<file path="config.mk">
export PLATFORM = sky130hd
export DESIGN_NAME = nib_serial_add
export DESIGN_NICKNAME = d
export VERILOG_FILES = /design/src/rtl/nib_serial_add.sv
export SDC_FILE = /design/constraint.sdc
export NUM_CORES = 1
export LEC_CHECK = 0
export CAP_MARGIN = 40
export CORE_UTILIZATION = 50
export DETAILED_ROUTE_END_ITERATION = 8
export GPL_TIMING_DRIVEN = 0
export PLACE_DENSITY = 0.88
export RECOVER_POWER = 25
export SYNTH_ARGS = -nofsm -noshare
export SYNTH_HDL_FRONTEND = slang
export SYNTH_SLANG_ARGS = --single-unit
</file>
<file path="constraint.sdc">
create_clock -name clk -period 5.9 [get_ports clk]
set_input_delay 0.59 -clock clk [delete_from_list [all_inputs] [get_ports clk]]
set_output_delay 0.59 -clock clk [all_outputs]
set_load 0.005 [all_outputs]
</file>
<file path="src/rtl/nib_serial_add.sv">
// Nibble-serial adder: {co, s} = a + b + ci, one 4-bit nibble per cycle, LSB nibble first.
// Optional macro NIB_SERIAL_ADD_OVF_EN adds the signed-overflow output ovf.
//
// state | meaning
// IDLE  | in_ready=1, waiting for an operand set
// RUN   | adding nibble cnt of the captured operands each cycle
// DONE  | result complete; out_valid raised one cycle after entry, held until accepted
module nib_serial_add #(
  parameter int NIB = 4
) (
  input  logic              clk,
  input  logic              rst,
  input  logic              in_valid,
  output logic              in_ready,
  input  logic [4*NIB-1:0]  a,
  input  logic [4*NIB-1:0]  b,
  input  logic              ci,
  output logic              out_valid,
  input  logic              out_ready,
  output logic [4*NIB-1:0]  s,
  output logic              co
`ifdef NIB_SERIAL_ADD_OVF_EN
  ,
  output logic              ovf
`endif
);

  localparam int W  = 4 * NIB;
  localparam int CW = (NIB > 1) ? $clog2(NIB) : 1;
  localparam logic [CW-1:0] LAST = CW'(NIB - 1);

  typedef enum logic [1:0] {IDLE, RUN, DONE} state_t;

  state_t        state;
  logic [W-1:0]  a_r;
  logic [W-1:0]  b_r;
  logic          carry;
  logic [CW-1:0] cnt;
  logic [4:0]    nib_sum;

  always_comb begin
    nib_sum = {1'b0, a_r[{cnt, 2'b00} +: 4]} + {1'b0, b_r[{cnt, 2'b00} +: 4]} + {4'b0000, carry};
  end

  always_ff @(posedge clk) begin
    if (rst) begin
      state     <= IDLE;
      in_ready  <= 1'b1;
      out_valid <= 1'b0;
      s         <= '0;
      co        <= 1'b0;
      cnt       <= '0;
      carry     <= 1'b0;
      a_r       <= '0;
      b_r       <= '0;
`ifdef NIB_SERIAL_ADD_OVF_EN
      ovf       <= 1'b0;
`endif
    end else begin
      case (state)
        IDLE: begin
          if (in_valid) begin
            a_r      <= a;
            b_r      <= b;
            carry    <= ci;
            cnt      <= '0;
            in_ready <= 1'b0;
            state    <= RUN;
          end
        end
        RUN: begin
          s[{cnt, 2'b00} +: 4] <= nib_sum[3:0];
          carry                <= nib_sum[4];
          cnt                  <= cnt + 1'b1;
          if (cnt == LAST) begin
            co    <= nib_sum[4];
`ifdef NIB_SERIAL_ADD_OVF_EN
            // nib_sum[3] is the final s[W-1] written on this same edge
            ovf   <= (a_r[W-1] == b_r[W-1]) && (nib_sum[3] != a_r[W-1]);
`endif
            state <= DONE;
          end
        end
        DONE: begin
          if (!out_valid) begin
            out_valid <= 1'b1;
          end else if (out_ready) begin
            out_valid <= 1'b0;
            in_ready  <= 1'b1;
            state     <= IDLE;
          end
        end
        default: begin
          state    <= IDLE;
          in_ready <= 1'b1;
        end
      endcase
    end
  end

endmodule

</file>
### Word-level counts from Yosys, hierarchy flattened

Index checks and enable logic that the tools add are counted.
W data, S select, Z words.

* bits in registers: 56
* input port bits: 37
* output and inout bits: 19
* logic and storage cells: 48

* add/sub/neg operators: 4
* equal/unequal tests: 7
* shifts and indexed selects: 4
* muxes and demuxes: 16
* bitwise operators: 1
* reductions and logical operators: 7

Operator list (count)
* $shiftx A16 B5 Y4: 2
* $bwmux W16: 1
* $shift A4 B6 Y16 const A: 1
* $shiftx A4 B6 Y16: 1
* $mux W2: 5
* $ne A2 B2 Y1 const B: 4
* $reduce_and A4 Y1: 2
* $mux W1: 6
* $neg A4 Y6: 1
* $pmux W2 S3: 1
* $reduce_and A2 Y1: 3
* $add A4 B4 Y5: 1
* $add A5 B1 Y5: 1
* $eq A2 B2 Y1 const B: 2
* $pmux W2 S2: 1
* $pmux W1 S3: 1
* $add A2 B1 Y2 const B: 1
* $eq A2 B1 Y1 const B: 1
* $logic_not A2 Y1: 1
* $pmux W1 S2: 1
* $reduce_bool A2 Y1: 1
* $not A1 Y1: 1

### Longest topological paths before layout

Gate-level depths: netlist of run 1.

* depth after elaboration: 5
* depth in mapped cells: 9
* gate-level depth less buffers: 8

### Least setup slack after synthesis of run 1

OpenSTA, ideal clock, no wires.

* kind: register to register
* start point: register cnt[0]
* end point: register s[11]
* setup time: 0.128 ns
* arrival time: 2.343 ns
* data required time: 5.772 ns
* setup slack: 3.430 ns
* stages on the path, launching flop included: 8
* clock period less this slack: 2.470 ns
* cells stage by stage: dfxtp_1 clkbuf_8 mux4_2 fa_1 a211o_1 a21o_1 a32oi_1 nor2_1

* longest elaborated chain between the ends: 5

Ends and longest elaborated chain
* from (decl): line 38 `logic [CW-1:0] cnt;`
* from (signal assigned): line 74 `cnt <= cnt + 1'b1;`
* $shiftx A16 B5 Y4: line 42 `nib_sum = {1'b0, a_r[{cnt, 2'b00} +: 4]} + {1'b0, b_r[{cnt, 2'b00} +: 4]} + {4'b0000, carry};`
* $add A4 B4 Y5: line 42
* $add A5 B1 Y5: line 42
* $shiftx A4 B6 Y16: line 72 `s[{cnt, 2'b00} +: 4] <= nib_sum[3:0];`
* $bwmux W16 (*): line 72
* to (signal, indexed assignment): line 72
* to (decl): line 20 `output logic [4*NIB-1:0] s,`

Every way passes the cells marked *; elsewhere a longest branch is shown, timed or not.
A chain may end at the register's enable or synchronous reset.

### Worst setup path after layout of run 1

* start point: register cnt[0]
* end point: register s[3]

Same word-level chain as after synthesis.

==> metrics.cfg, run 1 <==
[run_status]
outcome=finished clean

[synthesis]
netlist_top_cells_area=dfxtp_1 (44%), nand2_1 (11%), a21oi_1 (7.8%), mux4_2 (7.1%), ha_1 (4.4%)
yosysMostFrequentCell=nand2_1
synth_area_leader_cell=dfxtp_1
ys_ff_latch=56
yosysSeqAreaShare=0.4394
yosysWarnings=0
synth_area_mm2=0.002551
synthFlopType=dfxtp_1
synthArstFlopShare=0
synth_edf_count=0
syn_inst=278
syn_area_per_cell_um2=9.177
synthTopCellsByCount=nand2_1 (72), dfxtp_1 (56), a21oi_1 (40), nor2_1 (19), a22oi_1 (13)
netlist.area_leader.share=0.4394
synth_nets=326
ys_types=37

[timing]
hold_viol=0
maxSlewHeadroom=0.3254
fin_crit_sh=0.4717
skew_ns=0.01064
fin_crit_ns=2.783
fmax_mhz=359.3
slew_violations=0
finalSetupViolCount=0
tns_ns=0
fin_ws_ns=3.117
rsz0062_at_grt=false
tightest_slew_ns=1.010

[global_routing]
grt_max_degree=18
grt_use_total=0.2204
grt-ovfl-total=0
grt_pass1_wl_um=9039
antenna_found_initial=0
grt_pass1_vias=2010

[floorplan]
die-area_mm2=0.005392
fp-row-count=25
die_w_um=73.43
boundaryPins=56
die_y_um=73.43
start_util=0.5296
fp.coreArea_mm2=0.004817

[min_path]
hold_path.class=reg2reg

[routing]
ant_nets=0
wl_per_cell_um=13.55
via_count=2151
drt_iter0_markers=119
post-route-drc-count=0
wirelength_um=5528
vias_per_cell=5.272
dr.pass1.iters=4

[worst_setup_path]
crit_path_start_kind=flop
end_kind=flop
arrival_ns=2.97
worstPathRequired_ns=6.09
crit_end=s[3]$_SDFFE_PP0P_
crit_start=cnt[0]$_SDFFE_PP0P_
r2r-end=s[3]$_SDFFE_PP0P_
critPathKind=reg2reg
reg2reg_depth=7
timing.reg2reg.setup_slack_ns=3.12
cp_max_fo=10
worstReg2RegStart=cnt[0]$_SDFFE_PP0P_

[clocking]
root_buffer=clkbuf_8
h-tree-depth=2
cts_hold_buf=0
cts_setup_buffers=0
tritoncts=built
ctsResizeCount=0
path_clk_slew_ns=0.10
cts_made_buffers=5
clk_latency_ns=0.31
clock_sinks=56
cts_buffer_depth=2

[place]
dp_slack_ns=3.131
port_buffers=55
hpwl_um=4139
place.gp.congestion=0.8380

[finish]
drive_gt1_frac=0.08798
diodes=0
area_growth_pct=28.49
finish.net_count=388

[power]
p_leak_nw=1.275
ir_worst_vdd_v=0.0001615
powerDensity_mw_per_mm2=238.8

[flow_run]
max_cap_violations=0

==> area by class of cell <==
cell class                      count  area (um2)
Fill cell                         401        1539
Clock inverter                      2       38.79
Sequential cell                    56        1121
Inverter                            8       30.03
Tap cell                           67       83.83
Timing Repair Buffer               55       550.5
Clock buffer                        6       72.57
Multi-Input combinational cell    196        1240
Buffer                             18       141.4
==> cells in the final DEF (no fill, tap or decap), types with 2 or more instances in the layout <==
cell              n
a21oi_1          40
a22oi_1          13
a32oi_1           2
and3_1            2
buf_6             8
clkbuf_1          9
clkbuf_8          6
clkdlybuf4s50_1  44
dfxtp_1          56
dlygate4sd3_1    11
fa_1              2
ha_1              9
inv_1             8
mux4_2            8
nand2_1          72
nand2b_1          2
nand3_1           3
nor2_1           19
nor2b_1           2
nor3_1            2
o21ai_0           3
==> worst min-delay path by stage <==
stage	startpoint	end	cells past startpoint	slack [ns]
floorplan	a_r[10]$_SDFFE_PP0P_	a_r[10]$_SDFFE_PP0P_	2	0.43
finish	a_r[11]$_SDFFE_PP0P_	a_r[11]$_SDFFE_PP0P_	2	0.46
global route	a_r[14]$_SDFFE_PP0P_	a_r[14]$_SDFFE_PP0P_	2	0.48
detailed placement	a_r[12]$_SDFFE_PP0P_	a_r[12]$_SDFFE_PP0P_	2	0.45
global placement	a_r[0]$_SDFFE_PP0P_	a_r[0]$_SDFFE_PP0P_	2	0.44
CTS	a_r[12]$_SDFFE_PP0P_	a_r[12]$_SDFFE_PP0P_	2	0.46
==> per-layer routing <==
layer / wire length (um) / vias to the layer above / share of wire / track usage
li1: - / 1071 / - / -
met1: 2360 / 993 / 0.43 / 0.2775
met2: 2807 / 82 / 0.51 / 0.3899
met3: 304 / 5 / 0.055 / 0.03841
met4: 55 / 0 / 0.0099 / 0.05769
met5: 0 / - / 0 / 0
==> worst max-delay path, stage by stage (launching register included) <==
cell	delay [ns]
dfxtp_1	0.58
clkbuf_8	0.29
mux4_2	0.53
fa_1	0.43
a211o_1	0.32
a21o_1	0.23
a32oi_1	0.23
nor2_1	0.06
==> cells by family (layout without fill, tap and decap cells) <==
| family | Yosys count | after routing | synth area share |
|---|---|---|---|
| compound gates | 64 | 64 | 0.1491 |
| xor+xnor | 1 | 1 | 0.003434 |
| fa+ha+maj | 11 | 11 | 0.05983 |
| buf+inv | 26 | 89 | 0.07014 |
| flops | 56 | 56 | 0.4394 |
| mux | 8 | 8 | 0.07062 |
| simple gates | 112 | 112 | 0.2075 |
==> through the flow <==
step | power [mW] | instance area (um2) | hold WS, ns | std cells | util
after floorplan | 0.4910 | 2551 | 0.4331 | 278 | -
after global placement | 0.5382 | 3186 | 0.4390 | 400 | 0.6613
after global routing | 0.8144 | 3278 | 0.4754 | 408 | 0.6805
final | 0.7829 | 3278 | 0.4581 | 408 | 0.6805
after CTS | 0.7877 | 3297 | 0.4610 | 408 | 0.6844
after detailed placement | 0.5422 | 3186 | 0.4465 | 400 | 0.6613
==> where the power goes <==
| group | leakage, nW | internal [mW] | switching (mW) | total, mW |
|---|---|---|---|---|
| clock network | 0.0558 | 0.128 | 0.122 | 0.250 |
| logic | 0.762 | 0.0651 | 0.0631 | 0.128 |
| registers | 0.457 | 0.394 | 0.0100 | 0.404 |
| total | 1.27 | 0.588 | 0.195 | 0.783 |
==> sequential cells by signal, indices dropped and copies added, names as in the netlist <==
name,cells
b_r,16
co,1
s,16
carry,1
state,2
cnt,2
in_ready,1
a_r,16
out_valid,1
(Power assumes the default switching activity.)
==> run 2, diff against run 1 <==
clock period = 2.82 ns   (was 5.9 ns; I/O delays follow)
==> metrics.cfg, run 2 (same netlist as run 1, synthesis figures left out) <==
[timing]
fmax_mhz=374.6  ; +4.3%
rsz0062_at_grt=false
maxSlewHeadroom=0.6135  ; +0.2882
slew_violations=0  ; unchanged
fin_ws_ns=0.1504  ; -2.966 ns
tightest_slew_ns=0.5797  ; -0.4301 ns
tns_ns=0  ; unchanged
fin_crit_sh=0.9467  ; +0.4749
skew_ns=0.009609  ; -0.001036 ns
finalSetupViolCount=0  ; unchanged
fin_crit_ns=2.670  ; -0.1137 ns
hold_viol=0  ; unchanged

[routing]
ant_nets=0  ; unchanged
dr.pass1.iters=4  ; unchanged
via_count=2159  ; +0.37%
vias_per_cell=5.292  ; +0.37%
drt_iter0_markers=102  ; -14%
wl_per_cell_um=13.58  ; +0.25%
post-route-drc-count=0  ; unchanged
wirelength_um=5542  ; +0.25%

[worst_setup_path]
path_cells=clkbuf_1 -> mux4_2 -> fa_1 -> a211o_1 -> a21o_1 -> a32oi_1 -> nor2_1
crit_buf_inv=1  ; unchanged
crit_path_top_delay_cell=clkbuf_1
worstPathRequired_ns=3.01  ; -3.08 ns
cpLargestDelayFamily=compound AO/OA/AOI/OAI gates
worst_path_largest_cell_delay_ns=0.47  ; -0.11 ns
crit_end=s[3]$_SDFFE_PP0P_
arrival_ns=2.86  ; -0.11 ns
end_kind=flop
critPathKind=reg2reg
cp.depth=7  ; unchanged
cp_max_fo=10  ; unchanged
worstReg2RegStart=cnt[1]$_SDFFE_PP0P_
crit_path_start_kind=flop
crit_start=cnt[1]$_SDFFE_PP0P_
r2r-end=s[3]$_SDFFE_PP0P_
timing.reg2reg.setup_slack_ns=0.15  ; -2.97 ns
reg2reg_depth=7  ; unchanged

[floorplan]
die_w_um=73.43  ; unchanged
start_util=0.5296  ; unchanged
boundaryPins=56  ; unchanged
fp-row-count=25  ; unchanged
die_y_um=73.43  ; unchanged
fp.coreArea_mm2=0.004817  ; unchanged
die-area_mm2=0.005392  ; unchanged

[clocking]
cts_buffer_depth=2  ; unchanged
root_buffer=clkbuf_8
clock_sinks=56  ; unchanged
cts_made_buffers=5  ; unchanged
clk_latency_ns=0.31  ; about the same
path_clk_slew_ns=0.10  ; about the same
ctsResizeCount=0  ; unchanged
h-tree-depth=2  ; unchanged
cts_hold_buf=0  ; unchanged
tritoncts=built
cts_setup_buffers=0  ; unchanged

[power]
p_int_mw=1.229  ; +110%
switchingPower_mw=0.4114  ; +110%
clockPowerShare=0.321  ; about the same
power_frac_seq=0.515  ; about the same
swShare=0.2507  ; +0.001541
powerDensity_mw_per_mm2=500.4  ; +110%
ir_worst_vdd_v=0.0003405  ; +110%
p_comb_frac=0.163  ; about the same
p_leak_nw=1.270  ; -0.40%

[global_routing]
grt_use_total=0.2204  ; unchanged
antenna_found_initial=0  ; unchanged
grt-ovfl-total=0  ; unchanged
grt_pass1_wl_um=9039  ; unchanged
grt_pass1_vias=2010  ; unchanged
grt_max_degree=18  ; unchanged

[finish]
diodes=0  ; unchanged
drive_gt1_frac=0.08798  ; unchanged
final_cell_mix=nand2_1 (72), dfxtp_1 (55), clkdlybuf4s50_1 (47), a21oi_1 (40), nor2_1 (19)
top_regs=a_r x16, b_r x16, s x16
n_fill_cell=404  ; +0.75%
finish.net_count=388  ; unchanged
area_growth_pct=28.54  ; about the same
final_common_cell=nand2_1

[run_status]
outcome=finished clean

[flow_run]
max_cap_violations=0  ; unchanged

[min_path]
hold_path.class=reg2reg

[place]
port_buffers=55  ; unchanged
hpwl_um=4139  ; unchanged
dp_slack_ns=0.05076  ; -3.080 ns
place.gp.congestion=0.8380  ; unchanged

run 2: cell types whose count changed in the layout (fill, tap and decap cells not counted), sizes merged:
cell / delta
buf: -2
clkbuf: +2
clkdlybuf4s50: +3
dlygate4sd3: -3
run 2: how the worst min path moves through the flow:
stage                         start                     to  slack (ns)  cells past startpoint
6_report       a_r[11]$_SDFFE_PP0P_   a_r[11]$_SDFFE_PP0P_        0.46                      2
5_1_grt        a_r[14]$_SDFFE_PP0P_   a_r[14]$_SDFFE_PP0P_        0.48                      2
4_1_cts        a_r[12]$_SDFFE_PP0P_   a_r[12]$_SDFFE_PP0P_        0.46                      2
3_5_place_dp   a_r[12]$_SDFFE_PP0P_   a_r[12]$_SDFFE_PP0P_        0.45                      2
3_3_place_gp    a_r[0]$_SDFFE_PP0P_    a_r[0]$_SDFFE_PP0P_        0.44                      2
2_1_floorplan                   rst  in_ready$_SDFFE_PP1P_        0.40                      2
run 2: worst min-delay path: stages (launching register included):
cell,delay [ns]
dfxtp_1,0.32
nand2_1,0.05
a21oi_1,0.05
run 2: layout make-up:
class,count,area [um2],area share
Multi-Input combinational cell,196,1251,0.3815
Sequential cell,56,1122,0.3422
Timing Repair Buffer,55,550.5,0.1679
Buffer,18,130.1,0.03968
Tap cell,67,83.83,0.02556
Clock buffer,6,72.57,0.02213
Clock inverter,2,38.79,0.01183
Inverter,8,30.03,0.009157
run 2: per-layer routing:
metal	wire, um	vias up	GRT usage
li1	-	1071	-
met2	2786	86	0.3899
met3	318	5	0.03841
met5	0	-	0
met4	55	0	0.05769
met1	2382	997	0.2775
run 2: power groups by stage:
stage | clock network, mW | logic (mW) | registers, mW
2_1_floorplan | 0 | 0.169 | 0.858
3_3_place_gp | 0 | 0.264 | 0.862
3_5_place_dp | 0 | 0.270 | 0.865
4_1_cts | 0.528 | 0.274 | 0.846
5_1_grt | 0.560 | 0.294 | 0.850
6_report | 0.527 | 0.268 | 0.846
run 2: through the flow:
step / power [mW] / utilization / instances / hold WS (ns) / cell area [um2]
after floorplan: 1.027 / - / 278 / 0.3979 / 2551
after global routing: 1.704 / 0.6808 / 408 / 0.4754 / 3279
after detailed placement: 1.134 / 0.6613 / 400 / 0.4465 / 3186
after CTS: 1.648 / 0.6844 / 408 / 0.4610 / 3297
final: 1.641 / 0.6808 / 408 / 0.4579 / 3279
after global placement: 1.126 / 0.6613 / 400 / 0.4390 / 3186
==> run 3, diff against run 2 <==
GPL_TIMING_DRIVEN = unset   (was 0)
==> metrics.cfg, run 3 (same netlist as run 1, synthesis figures left out) <==
[routing]
ant_nets=0  ; unchanged
wl_per_cell_um=13.75  ; +1.2%
dr.pass1.iters=5  ; +1
via_count=2081  ; -3.6%
post-route-drc-count=0  ; unchanged
vias_per_cell=5.268  ; -0.44%
drt_iter0_markers=119  ; +17%
wirelength_um=5432  ; -2.0%

[place]
dp_slack_ns=0.1997  ; +0.1489 ns
place.gp.congestion=0.7739  ; -7.6%
placed_cell_area_mm2=0.003069  ; -3.7%
hpwl_um=3930  ; -5.0%
port_buffers=55  ; unchanged

[worst_setup_path]
cpLargestDelayFamily=compound AO/OA/AOI/OAI gates
worst_path_largest_cell_delay_ns=0.53  ; +0.06 ns
crit_path_top_delay_cell=mux4_2
crit_buf_inv=1  ; unchanged
end_kind=flop
path_cells=buf_4 -> mux4_2 -> ha_1 -> a211o_1 -> a21o_1 -> a32oi_1 -> nor2_1
arrival_ns=2.66  ; -0.20 ns
crit_path_start_kind=flop
cp_max_fo=10  ; unchanged
worstPathRequired_ns=3.02  ; about the same
cp.depth=7  ; unchanged
reg2reg_depth=7  ; unchanged
critPathKind=reg2reg

[min_path]
hold_path.class=in2reg
min_path_cells=3  ; +1

[clocking]
h-tree-depth=2  ; unchanged
cts_made_buffers=5  ; unchanged
root_buffer=clkbuf_8
clock_sinks=56  ; unchanged
ctsResizeCount=0  ; unchanged
cts_setup_buffers=0  ; unchanged
clk_latency_ns=0.32  ; about the same
cts_hold_buf=0  ; unchanged
cts_buffer_depth=2  ; unchanged
path_clk_slew_ns=0.10  ; about the same
tritoncts=built

[run_status]
outcome=finished clean

[timing]
fin_crit_sh=0.8702  ; -0.07641
fmax_mhz=407.5  ; +8.8%
tightest_slew_ns=0.7208  ; +0.1411 ns
maxSlewHeadroom=0.5185  ; -0.09504
tns_ns=0  ; unchanged
rsz0062_at_grt=false
fin_crit_ns=2.454  ; -0.2155 ns
fin_ws_ns=0.3659  ; +0.2155 ns
hold_viol=0  ; unchanged
finalSetupViolCount=0  ; unchanged
skew_ns=0.01058  ; +0.0009693 ns
slew_violations=0  ; unchanged

[power]
powerDensity_mw_per_mm2=513.8  ; +2.7%
power_mw=1.633  ; -0.46%
ir_worst_vdd_v=0.0002481  ; -27%
p_leak_nw=1.250  ; -1.6%

[global_routing]
grt-ovfl-total=0  ; unchanged
grt_max_degree=56  ; +38
antenna_found_initial=0  ; unchanged
grt_pass1_wl_um=9370  ; +3.7%
grt_use_total=0.2301  ; +0.009714
grt_pass1_vias=2095  ; +4.2%

[finish]
final_cell_mix=nand2_1 (72), dfxtp_1 (55), clkdlybuf4s50_1 (41), a21oi_1 (40), nor2_1 (19)
diodes=0  ; unchanged
fin_area_mm2=0.003179  ; -3.1%
finalCoreUtilization=0.6600  ; -0.02078
top_regs=a_r x16, b_r x16, s x16
area_growth_pct=24.62
drive_gt1_frac=0.08537  ; -0.002611
final_common_cell=nand2_1
finish.net_count=375  ; -3.4%

[floorplan]
start_util=0.5296  ; unchanged
fp-row-count=25  ; unchanged
boundaryPins=56  ; unchanged
fp.coreArea_mm2=0.004817  ; unchanged
die_w_um=73.43  ; unchanged
die-area_mm2=0.005392  ; unchanged
die_y_um=73.43  ; unchanged

[flow_run]
max_cap_violations=0  ; unchanged

==> run 3: cell types whose count changed in the layout (fill, tap and decap cells not counted), moves of 2 or more <==
cell / previous run / this run
buf_4: 0 / 5
buf_6: 7 / 0
clkdlybuf4s50_1: 47 / 41
dlygate4sd3_1: 8 / 13
clkinv_4: 0 / 2
clkbuf_1: 11 / 0
==> run 3: final timing paths <==
check                                     startpoint  slack, ns                     to
worst min-delay path                             rst       0.23  in_ready$_SDFFE_PP1P_
worst max register to register   cnt[0]$_SDFFE_PP0P_       0.37      s[3]$_SDFFE_PP0P_
worst max-delay path             cnt[0]$_SDFFE_PP0P_       0.37      s[3]$_SDFFE_PP0P_
worst min register to register  b_r[14]$_SDFFE_PP0P_       0.46   b_r[14]$_SDFFE_PP0P_
==> run 3: metal layers <==
metal	global-route usage	share of wire	wire length, um	vias up
met5	0	0	0	-
met4	0.1047	0.023	125	0
met3	0.05624	0.056	303	11
met2	0.3827	0.49	2646	74
met1	0.2821	0.43	2357	953
li1	-	-	-	1043
==> run 3: power by group <==
group / switching [mW] / internal, mW / total (mW)
Clock: 0.270 / 0.268 / 0.537
Sequential: 0.0260 / 0.825 / 0.851
Combinational: 0.122 / 0.122 / 0.245
Total: 0.418 / 1.22 / 1.63
==> run 3: layout make-up <==
cell class	count	area, um2
multi-input combinational	196	1244
clock buffer	5	68.82
tap	67	83.83
sequential	56	1122
clock inverter	3	47.55
timing repair buffer	60	583.1
inverter	8	30.03
fill	423	1638
==> run 3: metrics by stage <==
step / cells / hold WS [ns]
final: 395 / 0.2316
after global routing: 395 / 0.2623
after CTS: 395 / 0.2336
after detailed placement: 387 / 0.4499
after global placement: 387 / 0.4400
after floorplan: 278 / 0.3979
==> run 3: worst register-to-register path, stage by stage (launching register included) <==
cell	delay, ns
dfxtp_2	0.50
buf_4	0.25
mux4_2	0.53
ha_1	0.31
a211o_1	0.27
a21o_1	0.22
a32oi_1	0.21
nor2_1	0.05
